## src/rtl/uart_pkg.sv

```systemverilog
// rtl/uart_pkg.sv - shared UART receive constants, state encoding and frame-length helper
package uart_pkg;

  typedef logic [2:0] rx_state_t;

  localparam rx_state_t RX_IDLE   = 3'd0;
  localparam rx_state_t RX_START  = 3'd1;
  localparam rx_state_t RX_DATA   = 3'd2;
  localparam rx_state_t RX_PARITY = 3'd3;
  localparam rx_state_t RX_STOP   = 3'd4;

  localparam logic PARITY_EVEN = 1'b0;
  localparam logic PARITY_ODD  = 1'b1;

  localparam int FRAME_START_BITS = 1;
  localparam int FRAME_STOP_BITS  = 1;

  function automatic int frame_bits(input int data_width, input logic parity_en);
    return FRAME_START_BITS + data_width + (parity_en ? 1 : 0) + FRAME_STOP_BITS;
  endfunction

endpackage

```

## src/rtl/uart_rx_if.sv

```systemverilog
// rtl/uart_rx_if.sv - serial line, frame configuration and received-word outputs of uart_rx
interface uart_rx_if #(
  parameter int DATA_WIDTH = 8
);
  logic                  RX_IN;
  logic                  PARITY_ENABLE;
  logic                  PARITY_TYPE;
  logic [DATA_WIDTH-1:0] P_DATA;
  logic                  DATA_VALID;
  logic                  PARITY_ERROR;
  logic                  STOP_ERROR;

  modport master (
    output RX_IN, PARITY_ENABLE, PARITY_TYPE,
    input  P_DATA, DATA_VALID, PARITY_ERROR, STOP_ERROR
  );

  modport slave (
    input  RX_IN, PARITY_ENABLE, PARITY_TYPE,
    output P_DATA, DATA_VALID, PARITY_ERROR, STOP_ERROR
  );
endinterface

```

## src/rtl/uart_rx_sampler.sv

```systemverilog
// rtl/uart_rx_sampler.sv - per-bit edge counter and mid-bit 3-sample majority voter
module uart_rx_sampler #(
  parameter int PRESCALE = 8
) (
  input  logic clk_i,
  input  logic rst_i,
  input  logic start_i,
  input  logic active_i,
  input  logic rx_i,
  output logic bit_o,
  output logic bit_done_o
);
  localparam int CW = $clog2(PRESCALE);
  localparam logic [CW-1:0] CNT_LAST = CW'(PRESCALE - 1);
  localparam logic [CW-1:0] CNT_PRE  = CW'(PRESCALE / 2 - 1);
  localparam logic [CW-1:0] CNT_MID  = CW'(PRESCALE / 2);
  localparam logic [CW-1:0] CNT_POST = CW'(PRESCALE / 2 + 1);

  logic [CW-1:0] cnt_q, cnt_d;
  logic [1:0]    smp_q, smp_d;
  logic          bit_q, bit_d;
  logic          vote;

  assign vote = (smp_q[0] & smp_q[1]) | (smp_q[0] & rx_i) | (smp_q[1] & rx_i);

  always_comb begin
    cnt_d = cnt_q;
    smp_d = smp_q;
    bit_d = bit_q;
    // The start-detect cycle is count 0, so the first counted cycle is 1.
    if (start_i) begin
      cnt_d = CW'(1);
    end else if (active_i) begin
      cnt_d = (cnt_q == CNT_LAST) ? '0 : cnt_q + 1'b1;
    end else begin
      cnt_d = '0;
    end
    if (active_i) begin
      if (cnt_q == CNT_PRE)  smp_d[0] = rx_i;
      if (cnt_q == CNT_MID)  smp_d[1] = rx_i;
      if (cnt_q == CNT_POST) bit_d    = vote;
    end
  end

  always_ff @(posedge clk_i) begin
    if (rst_i) begin
      cnt_q <= '0;
      smp_q <= '0;
      bit_q <= 1'b0;
    end else begin
      cnt_q <= cnt_d;
      smp_q <= smp_d;
      bit_q <= bit_d;
    end
  end

  // With PRESCALE = 4 the vote lands on the last count, so bypass the register.
  assign bit_o      = (cnt_q == CNT_POST) ? vote : bit_q;
  assign bit_done_o = active_i && (cnt_q == CNT_LAST);
endmodule

```

## src/rtl/uart_rx.sv

```systemverilog
// rtl/uart_rx.sv - oversampling UART receiver; UART_RX_INPUT_SYNC_EN adds a 2-flop RX_IN synchronizer
module uart_rx
  import uart_pkg::*;
#(
  parameter int DATA_WIDTH = 8,
  parameter int PRESCALE   = 8
) (
  input  logic       CLK,
  input  logic       RST,
  uart_rx_if.slave   bus
);
  localparam int BW = $clog2(DATA_WIDTH + 1);
  localparam logic [BW-1:0] BIT_LAST = BW'(DATA_WIDTH - 1);

  rx_state_t             state_q, state_d;
  logic [BW-1:0]         bcnt_q, bcnt_d;
  logic [DATA_WIDTH-1:0] shift_q, shift_d;
  logic [DATA_WIDTH-1:0] pdata_q, pdata_d;
  logic                  pen_q, pen_d, ptype_q, ptype_d;
  logic                  perr_pend_q, perr_pend_d;
  logic                  valid_q, valid_d, perr_q, perr_d, serr_q, serr_d;
  logic                  rx_s, start_det, active, bit_v, bit_done, exp_par;

`ifdef UART_RX_INPUT_SYNC_EN
  logic [1:0] sync_q;
  always_ff @(posedge CLK) begin
    if (RST) sync_q <= 2'b11;
    else     sync_q <= {sync_q[0], bus.RX_IN};
  end
  assign rx_s = sync_q[1];
`else
  assign rx_s = bus.RX_IN;
`endif

  assign start_det = (state_q == RX_IDLE) && !rx_s;
  assign active    = (state_q != RX_IDLE);
  assign exp_par   = (ptype_q == PARITY_EVEN) ? ^shift_q : ~^shift_q;

  uart_rx_sampler #(.PRESCALE(PRESCALE)) u_sampler (
    .clk_i      (CLK),
    .rst_i      (RST),
    .start_i    (start_det),
    .active_i   (active),
    .rx_i       (rx_s),
    .bit_o      (bit_v),
    .bit_done_o (bit_done)
  );

  always_comb begin
    state_d     = state_q;
    bcnt_d      = bcnt_q;
    shift_d     = shift_q;
    pdata_d     = pdata_q;
    pen_d       = pen_q;
    ptype_d     = ptype_q;
    perr_pend_d = perr_pend_q;
    valid_d     = 1'b0;
    perr_d      = 1'b0;
    serr_d      = 1'b0;
    case (state_q)
      RX_IDLE: if (!rx_s) begin
        state_d     = RX_START;
        pen_d       = bus.PARITY_ENABLE;
        ptype_d     = bus.PARITY_TYPE;
        perr_pend_d = 1'b0;
        bcnt_d      = '0;
      end
      RX_START: if (bit_done) state_d = bit_v ? RX_IDLE : RX_DATA;
      RX_DATA: if (bit_done) begin
        shift_d = {bit_v, shift_q[DATA_WIDTH-1:1]};
        if (bcnt_q == BIT_LAST) begin
          bcnt_d  = '0;
          state_d = pen_q ? RX_PARITY : RX_STOP;
        end else begin
          bcnt_d = bcnt_q + 1'b1;
        end
      end
      RX_PARITY: if (bit_done) begin
        perr_pend_d = (bit_v != exp_par);
        state_d     = RX_STOP;
      end
      RX_STOP: if (bit_done) begin
        state_d = RX_IDLE;
        serr_d  = !bit_v;
        perr_d  = perr_pend_q;
        if (bit_v && !perr_pend_q) begin
          valid_d = 1'b1;
          pdata_d = shift_q;
        end
      end
      default: state_d = RX_IDLE;
    endcase
  end

  always_ff @(posedge CLK) begin
    if (RST) begin
      state_q     <= RX_IDLE;
      bcnt_q      <= '0;
      shift_q     <= '0;
      pdata_q     <= '0;
      pen_q       <= 1'b0;
      ptype_q     <= 1'b0;
      perr_pend_q <= 1'b0;
      valid_q     <= 1'b0;
      perr_q      <= 1'b0;
      serr_q      <= 1'b0;
    end else begin
      state_q     <= state_d;
      bcnt_q      <= bcnt_d;
      shift_q     <= shift_d;
      pdata_q     <= pdata_d;
      pen_q       <= pen_d;
      ptype_q     <= ptype_d;
      perr_pend_q <= perr_pend_d;
      valid_q     <= valid_d;
      perr_q      <= perr_d;
      serr_q      <= serr_d;
    end
  end

  assign bus.P_DATA       = pdata_q;
  assign bus.DATA_VALID   = valid_q;
  assign bus.PARITY_ERROR = perr_q;
  assign bus.STOP_ERROR   = serr_q;
endmodule

```

## src/flat_wrapper.sv

```systemverilog
// flat-port wrapper written by rule: the top's interface ports become plain ports
module uart_rx_flat import uart_pkg::*;
#(
  parameter int DATA_WIDTH = 8,
  parameter int PRESCALE   = 8
)
  (CLK, RST, bus_RX_IN, bus_PARITY_ENABLE, bus_PARITY_TYPE, bus_P_DATA, bus_DATA_VALID, bus_PARITY_ERROR, bus_STOP_ERROR);
  uart_rx_if #(.DATA_WIDTH(DATA_WIDTH)) bus_i ();
  input  logic CLK;
  input  logic RST;
  input wire logic [$bits(bus_i.RX_IN)-1:0] bus_RX_IN;
  input wire logic [$bits(bus_i.PARITY_ENABLE)-1:0] bus_PARITY_ENABLE;
  input wire logic [$bits(bus_i.PARITY_TYPE)-1:0] bus_PARITY_TYPE;
  output wire logic [$bits(bus_i.P_DATA)-1:0] bus_P_DATA;
  output wire logic [$bits(bus_i.DATA_VALID)-1:0] bus_DATA_VALID;
  output wire logic [$bits(bus_i.PARITY_ERROR)-1:0] bus_PARITY_ERROR;
  output wire logic [$bits(bus_i.STOP_ERROR)-1:0] bus_STOP_ERROR;
  assign bus_i.RX_IN = bus_RX_IN;
  assign bus_i.PARITY_ENABLE = bus_PARITY_ENABLE;
  assign bus_i.PARITY_TYPE = bus_PARITY_TYPE;
  assign bus_P_DATA = bus_i.P_DATA;
  assign bus_DATA_VALID = bus_i.DATA_VALID;
  assign bus_PARITY_ERROR = bus_i.PARITY_ERROR;
  assign bus_STOP_ERROR = bus_i.STOP_ERROR;
  uart_rx #(.DATA_WIDTH(DATA_WIDTH), .PRESCALE(PRESCALE)) u_core (.CLK(CLK), .RST(RST), .bus(bus_i));
endmodule
```

## config.mk

```make
export PLATFORM = sky130hd
export DESIGN_NAME = uart_rx_flat
export DESIGN_NICKNAME = d
export VERILOG_FILES = /design/src/rtl/uart_pkg.sv /design/src/rtl/uart_rx_if.sv /design/src/rtl/uart_rx_sampler.sv /design/src/rtl/uart_rx.sv /design/src/flat_wrapper.sv
export SDC_FILE = /design/constraint.sdc
export NUM_CORES = 1
export LEC_CHECK = 0
export CELL_PAD_IN_SITES_DETAIL_PLACEMENT = 0
export CELL_PAD_IN_SITES_GLOBAL_PLACEMENT = 1
export CORE_UTILIZATION = 44
export CTS_BUF_LIST = sky130_fd_sc_hd__clkbuf_4
export CTS_CLUSTER_DIAMETER = 150
export DETAILED_ROUTE_END_ITERATION = 10
export GPL_TIMING_DRIVEN = 0
export PLACE_DENSITY_LB_ADDON = 0.12
export SLEW_MARGIN = 20
export SYNTH_ARGS = -nofsm -noshare
export SYNTH_HDL_FRONTEND = slang
export SYNTH_SLANG_ARGS = --single-unit
```

## constraint.sdc

```tcl
create_clock -name CLK -period 2.1 [get_ports CLK]
set_clock_uncertainty 0.05 [all_clocks]
set_input_delay 0.42 -clock CLK [delete_from_list [all_inputs] [get_ports CLK]]
set_output_delay 0.42 -clock CLK [all_outputs]
set_load 0.02 [all_outputs]
```

Word-level counts from Yosys, hierarchy flattened
Cells that the tools add are included.
Storage, ports and cells
  bits in registers: 35
  output and inout port bits: 11
  input bits: 5
  logic and storage cells: 86
Operators by class
  reduce and logical (&&, ||, !) cells: 22
  equality and inequality tests: 16
  muxes and demuxes: 22
  add/subtract/negate cells: 2
  bitwise logic cells: 9
Operators with widths (count)
  3-bit two-way mux: 7
  3-bit one-hot mux with 5 select lines: 1
  3-bit == test, second input constant: 4
  4-bit two-way mux: 3
  2-bit by 1-bit != test with 1-bit output, second input constant: 5
  3-bit by 2-bit == test with 1-bit output, second input constant: 3
  3-bit AND reduction: 3
  1-bit two-way mux: 8
  4-bit one-hot mux with 2 select lines: 1
  2-bit AND reduction: 4
  8-bit XNOR reduction: 1
  8-bit XOR reduction: 1
  6-bit AND reduction: 1
  4-bit by 1-bit adder with 4-bit output, second input constant: 1
  4-bit by 3-bit == test with 1-bit output, second input constant: 1
  1-bit inverter: 4
  2-bit nonzero test: 2
  4-bit OR reduction: 1
  3-bit by 1-bit adder with 3-bit output, second input constant: 1
  1-bit bitwise AND: 3
  3-bit by 1-bit == test with 1-bit output, second input constant: 1
  1-bit logical AND: 3
  1-bit zero test: 3
  3-bit zero test: 1
  other kinds (7): 8

Logic depth before layout (Yosys ltp)
  depth after elaboration: 7
  gate-level depth with buffers: 7

Cells and area by module
From an unflattened synthesis, not the netlist that was laid out.
Unflattened totals
  cell total of the unflattened synthesis: 177
  area total of the unflattened synthesis: 1645.3 µm²
By module, submodules not included
  uart_rx: seq. area each 580.6 µm², times used 1, area an instance 1320.0 µm², cells an instance 144
  uart_rx_sampler: seq. area each 120.1 µm², times used 1, area an instance 325.3 µm², cells an instance 33

Worst setup path before layout
OpenSTA, ideal clock, no wires.
  path type: input port to flip-flop
  start point: input port bus_RX_IN
  end point: register u_core.perr_pend_q
  setup slack: 324 ps
  stages: 5
  data arrival time: 1637 ps
  path buffers: 1
  cells stage by stage: maj3_1 a21o_1 buf_4 xnor3_1 o32ai_2
On the way
  word-level cells in the longest chain between the ends: 7
RTL lines
  start, declared: RTL line flat_wrapper.sv:11  | input wire logic [$bits(bus_i.RX_IN)-1:0] bus_RX_IN;
  1-bit bitwise AND: RTL line uart_rx_sampler.sv:24  | assign vote = (smp_q[0] & smp_q[1]) | (smp_q[0] & rx_i) | (smp_q[1] & rx_i);
  1-bit bitwise OR (2 in series): RTL line uart_rx_sampler.sv:24
  1-bit two-way mux
  1-bit != test: RTL line uart_rx.sv:79  | perr_pend_d = (bit_v != exp_par);
  1-bit two-way mux: RTL line uart_rx.sv:78  | RX_PARITY: if (bit_done) begin
  1-bit one-hot mux with 2 select lines: RTL line uart_rx.sv:60  | case (state_q)
  end signal, assigned: RTL line uart_rx.sv:114  | perr_pend_q <= perr_pend_d;
  end, declared: RTL line uart_rx.sv:20  | logic perr_pend_q, perr_pend_d;
Several ways; a longest one is shown, not always the timed one. The select of a mux whose other input is x is not followed.
A chain may end at the register's enable or synchronous reset.

Worst setup path in the final report
  start point: register u_core.u_sampler.cnt_q[1]
  end point: register u_core.perr_pend_q
On the way
  word-level cells in the longest chain between the ends: 5
RTL lines
  start, declared: RTL line uart_rx_sampler.sv:19  | logic [CW-1:0] cnt_q, cnt_d;
  start signal, assigned: RTL line uart_rx_sampler.sv:51  | cnt_q <= cnt_d;
  3-bit == test: RTL line uart_rx_sampler.sv:58  | assign bit_o = (cnt_q == CNT_POST) ? vote : bit_q;
  1-bit two-way mux
  1-bit != test: RTL line uart_rx.sv:79
  1-bit two-way mux: RTL line uart_rx.sv:78
  1-bit one-hot mux with 2 select lines: RTL line uart_rx.sv:60
Several ways; a longest one is shown, not always the timed one. The select of a mux whose other input is x is not followed.

==> results_dict.tcl <==
set metrics [dict create \
    clk-insertion-delay-late_ps 340 \
    drtIter0Drc 53 \
    finalPower_w 0.00122 \
    via_count 1405 \
    finalSetupViolations 0 \
    netlist_instances 193 \
    critical_path_class "register to register" \
    portBuffers 14 \
    cap_violations 0 \
    overflow 0 \
    synth_area_leader_cell "dfxtp_1" \
    grt_max_degree 11 \
    crit_slowest_cell "xnor3_1" \
    ys_warn_count 0 \
    grtUsageTotal_pct 19.8 \
    cts_hold_buf 0 \
    finalWirelength_um 3560 \
    yosys.cell_count.top_type "dfxtp_1" \
    cp.required_ps 2310 \
    initial_core_util_pct 47.6 \
    critPathLaunchType "register" \
    diodes 0 \
    max_stage_delay_ps 420 \
    cts_tree "done" \
    synth_edf_count 0 \
    synth-main-ff-cell "dfxtp_1" \
    coreArea_mm2 0.00347 \
    num_rows 21 \
    ys_seq_area_share_pct 42.5 \
    hp-class "register to register" \
    fp.dieW_um 63.2 \
    synth_top_area_share_pct 42.5 \
    leakagePower_nw 0.698 \
    nets 225 \
    crit_start "u_core.u_sampler.cnt_q[1]$_SDFF_PP0_" \
    hold_viol_final 0 \
    grt_pass1_vias 1341 \
    syn-cell-area_mm2 0.00165 \
    synth_commonest_cells "dfxtp_1, a21oi_1, nand2_1" \
    cp.arrival_ps 2170 \
    pre_cts_ws_ps -381 \
    finalSetupTns_ps 0 \
    cts_sinks 35 \
    ys_ff_latch 35 \
    end_kind "register" \
    yosysUniqueCellTypes 46 \
    dpl-instance-area_mm2 0.00185 \
    cts_buffers 5 \
    crit_end "u_core.perr_pend_q$_SDFFE_PP0P_" \
    r2r_cells 7 \
    synth_area_per_cell_um2 8.55 \
    status "complete, no violations" \
    htreeDepth 2 \
    multi_input_area_um2 867 \
    syn_nets 204 \
    clkTransAtPathRegs_ps 100 \
    die-area_mm2 0.00400 \
    r2r_start "u_core.u_sampler.cnt_q[1]$_SDFF_PP0_" \
    routabilityCongestion 0.892 \
    antenna_found_initial 0 \
    async_flop_share_pct 0 \
    drt_pass1_iterations 4 \
    viasPerCell 5.40 \
    power_density_mw_per_mm2 646 \
    rsz0062_at_grt "false" \
    whs_ps 427 \
    worstPathCellList "inv_1, ha_1, a21boi_0, a21o_1, buf_4, xnor3_1, o32ai_2" \
    antenna_left 0 \
    period_minus_slack_ps 1960 \
    drive_above_1_share_pct 7.48 \
    finalInstanceArea_mm2 0.00189 \
    grt_pass1_wl_um 6130 \
    vdd_drop_max_uv 460 \
    crit_fanout 10 \
    drc 0 \
    cts-root-buf "clkbuf_4" \
    slew_headroom_pct 66.6 \
    cts.path.max_buffers 2 \
    fin_ws_ps 139 \
    fp.dieH_um 63.2 \
    drv_slew 0 \
    seq_area_um2 701 \
    max_freq_mhz 510 \
    wire_per_inst_um 13.7 \
    area_delta_synth_final_pct 14.8 \
    io_pins 16 \
    detailed_place_hpwl_um 2620 \
    fillCellCount 344 \
    synth_area_leaders "dfxtp_1, a21oi_1, ha_1" \
    regToRegEndpoint "u_core.perr_pend_q$_SDFFE_PP0P_" \
    tightest_slew_ps 496 \
    period_share_pct 93.4 \
    rrSetupSlack_ps 140 \
]
-- per-stage QoR --
stage          util (%)  cells
2_1_floorplan         -    193
3_3_place_gp       53.3    253
3_5_place_dp       53.3    253
4_1_cts            54.6    260
5_1_grt            54.6    260
6_report           54.6    260
-- what timing repair did --
| item | CTS | global route |
|---|---|---|
| hold endpoints to repair | 0 | 0 |
| setup endpoints to repair | 1 | 12 |
| gates cloned | 0 | 0 |
| resized for setup | 1 | 3 |
| setup buffers | 0 | 0 |
-- critical path: cells and delay by family, from the launching register on --
family	cells	cell delay (ps)
adders and majority gates	1	190
buffers and inverters	2	220
xor gates and xnor gates	1	420
AOI/OAI and AO/OA	3	660
DFF	1	350
-- per-layer routing --
metal | vias up | global-route usage [%] | part of all wire, %
li1 | 712 | - | -
met1 | 662 | 26.8 | 51
met2 | 24 | 30.5 | 44
met3 | 7 | 4.89 | 3.3
met4 | 0 | 6.82 | 1.4
met5 | - | 0 | 0
-- sequential cells by signal, indices dropped and copies added, names as in the netlist, 2 cells and up --
register	count
u_core.state_q	3
u_core.u_sampler.smp_q	2
u_core.bus.P_DATA	8
u_core.shift_q	8
u_core.bcnt_q	4
u_core.u_sampler.cnt_q	3
-- cell type report --
class / count / area share, %
plain buffers: 13 / 3.04
clock buffers: 5 / 1.98
clock inverters: 2 / 0.462
inverters: 7 / 1.39
multi-input cells: 138 / 45.8
flip-flops and latches: 35 / 37.0
well taps: 46 / 3.04
repair buffers: 14 / 7.33
-- how the worst min path moves through the flow --
| stage | from | cells after the start | slack, ps | endpoint |
|---|---|---|---|---|
| 5_1_grt | u_core.bus.P_DATA[7]$_SDFFE_PP0P_ | 2 | 450 | u_core.bus.P_DATA[7]$_SDFFE_PP0P_ |
| 6_report | u_core.bus.P_DATA[7]$_SDFFE_PP0P_ | 2 | 430 | u_core.bus.P_DATA[7]$_SDFFE_PP0P_ |
| 3_5_place_dp | u_core.bus.P_DATA[7]$_SDFFE_PP0P_ | 2 | 420 | u_core.bus.P_DATA[7]$_SDFFE_PP0P_ |
| 3_3_place_gp | u_core.bus.P_DATA[1]$_SDFFE_PP0P_ | 2 | 410 | u_core.bus.P_DATA[1]$_SDFFE_PP0P_ |
| 4_1_cts | u_core.bus.P_DATA[7]$_SDFFE_PP0P_ | 2 | 430 | u_core.bus.P_DATA[7]$_SDFFE_PP0P_ |
| 2_1_floorplan | u_core.bcnt_q[1]$_SDFFE_PP0P_ | 2 | 400 | u_core.bcnt_q[1]$_SDFFE_PP0P_ |
-- placed cells by master (no fill, tap or decap), types with 2 or more instances in the layout --
master / count
dfxtp_1: 35
a21oi_1: 23
nand2_1: 19
nor2_1: 13
nand3_1: 13
o21ai_0: 13
clkdlybuf4s50_1: 13
inv_1: 7
clkbuf_1: 7
ha_1: 6
clkbuf_4: 5
nor3_1: 4
mux2i_1: 4
buf_2: 3
xnor2_1: 3
o2111ai_1: 3
and3_1: 2
nor2b_1: 2
and2_1: 2
xor2_1: 2
xnor3_1: 2
or3_1: 2
or2_2: 2
a211oi_1: 2
-- power by group --
part | switching (W) | internal, W
clock | 0.000214 | 0.000118
combinational | 0.000122 | 0.0000788
sequential | 0.00000956 | 0.000681
total | 0.000346 | 0.000878
-- kinds of logic (layout without fill, tap and decap cells) --
logic type,after synthesis,after routing,share of synthesized area (%)
muxes,4,4,2.43
and+or+nand+nor,70,70,21.2
AOI/OAI and AO/OA,50,50,18.3
buffers and inverters,20,41,5.00
xor gates and xnor gates,7,7,5.38
adders and majority gates,7,7,5.16
DFF,35,35,42.5
Note: power is estimated with default switching activity, not from simulation.
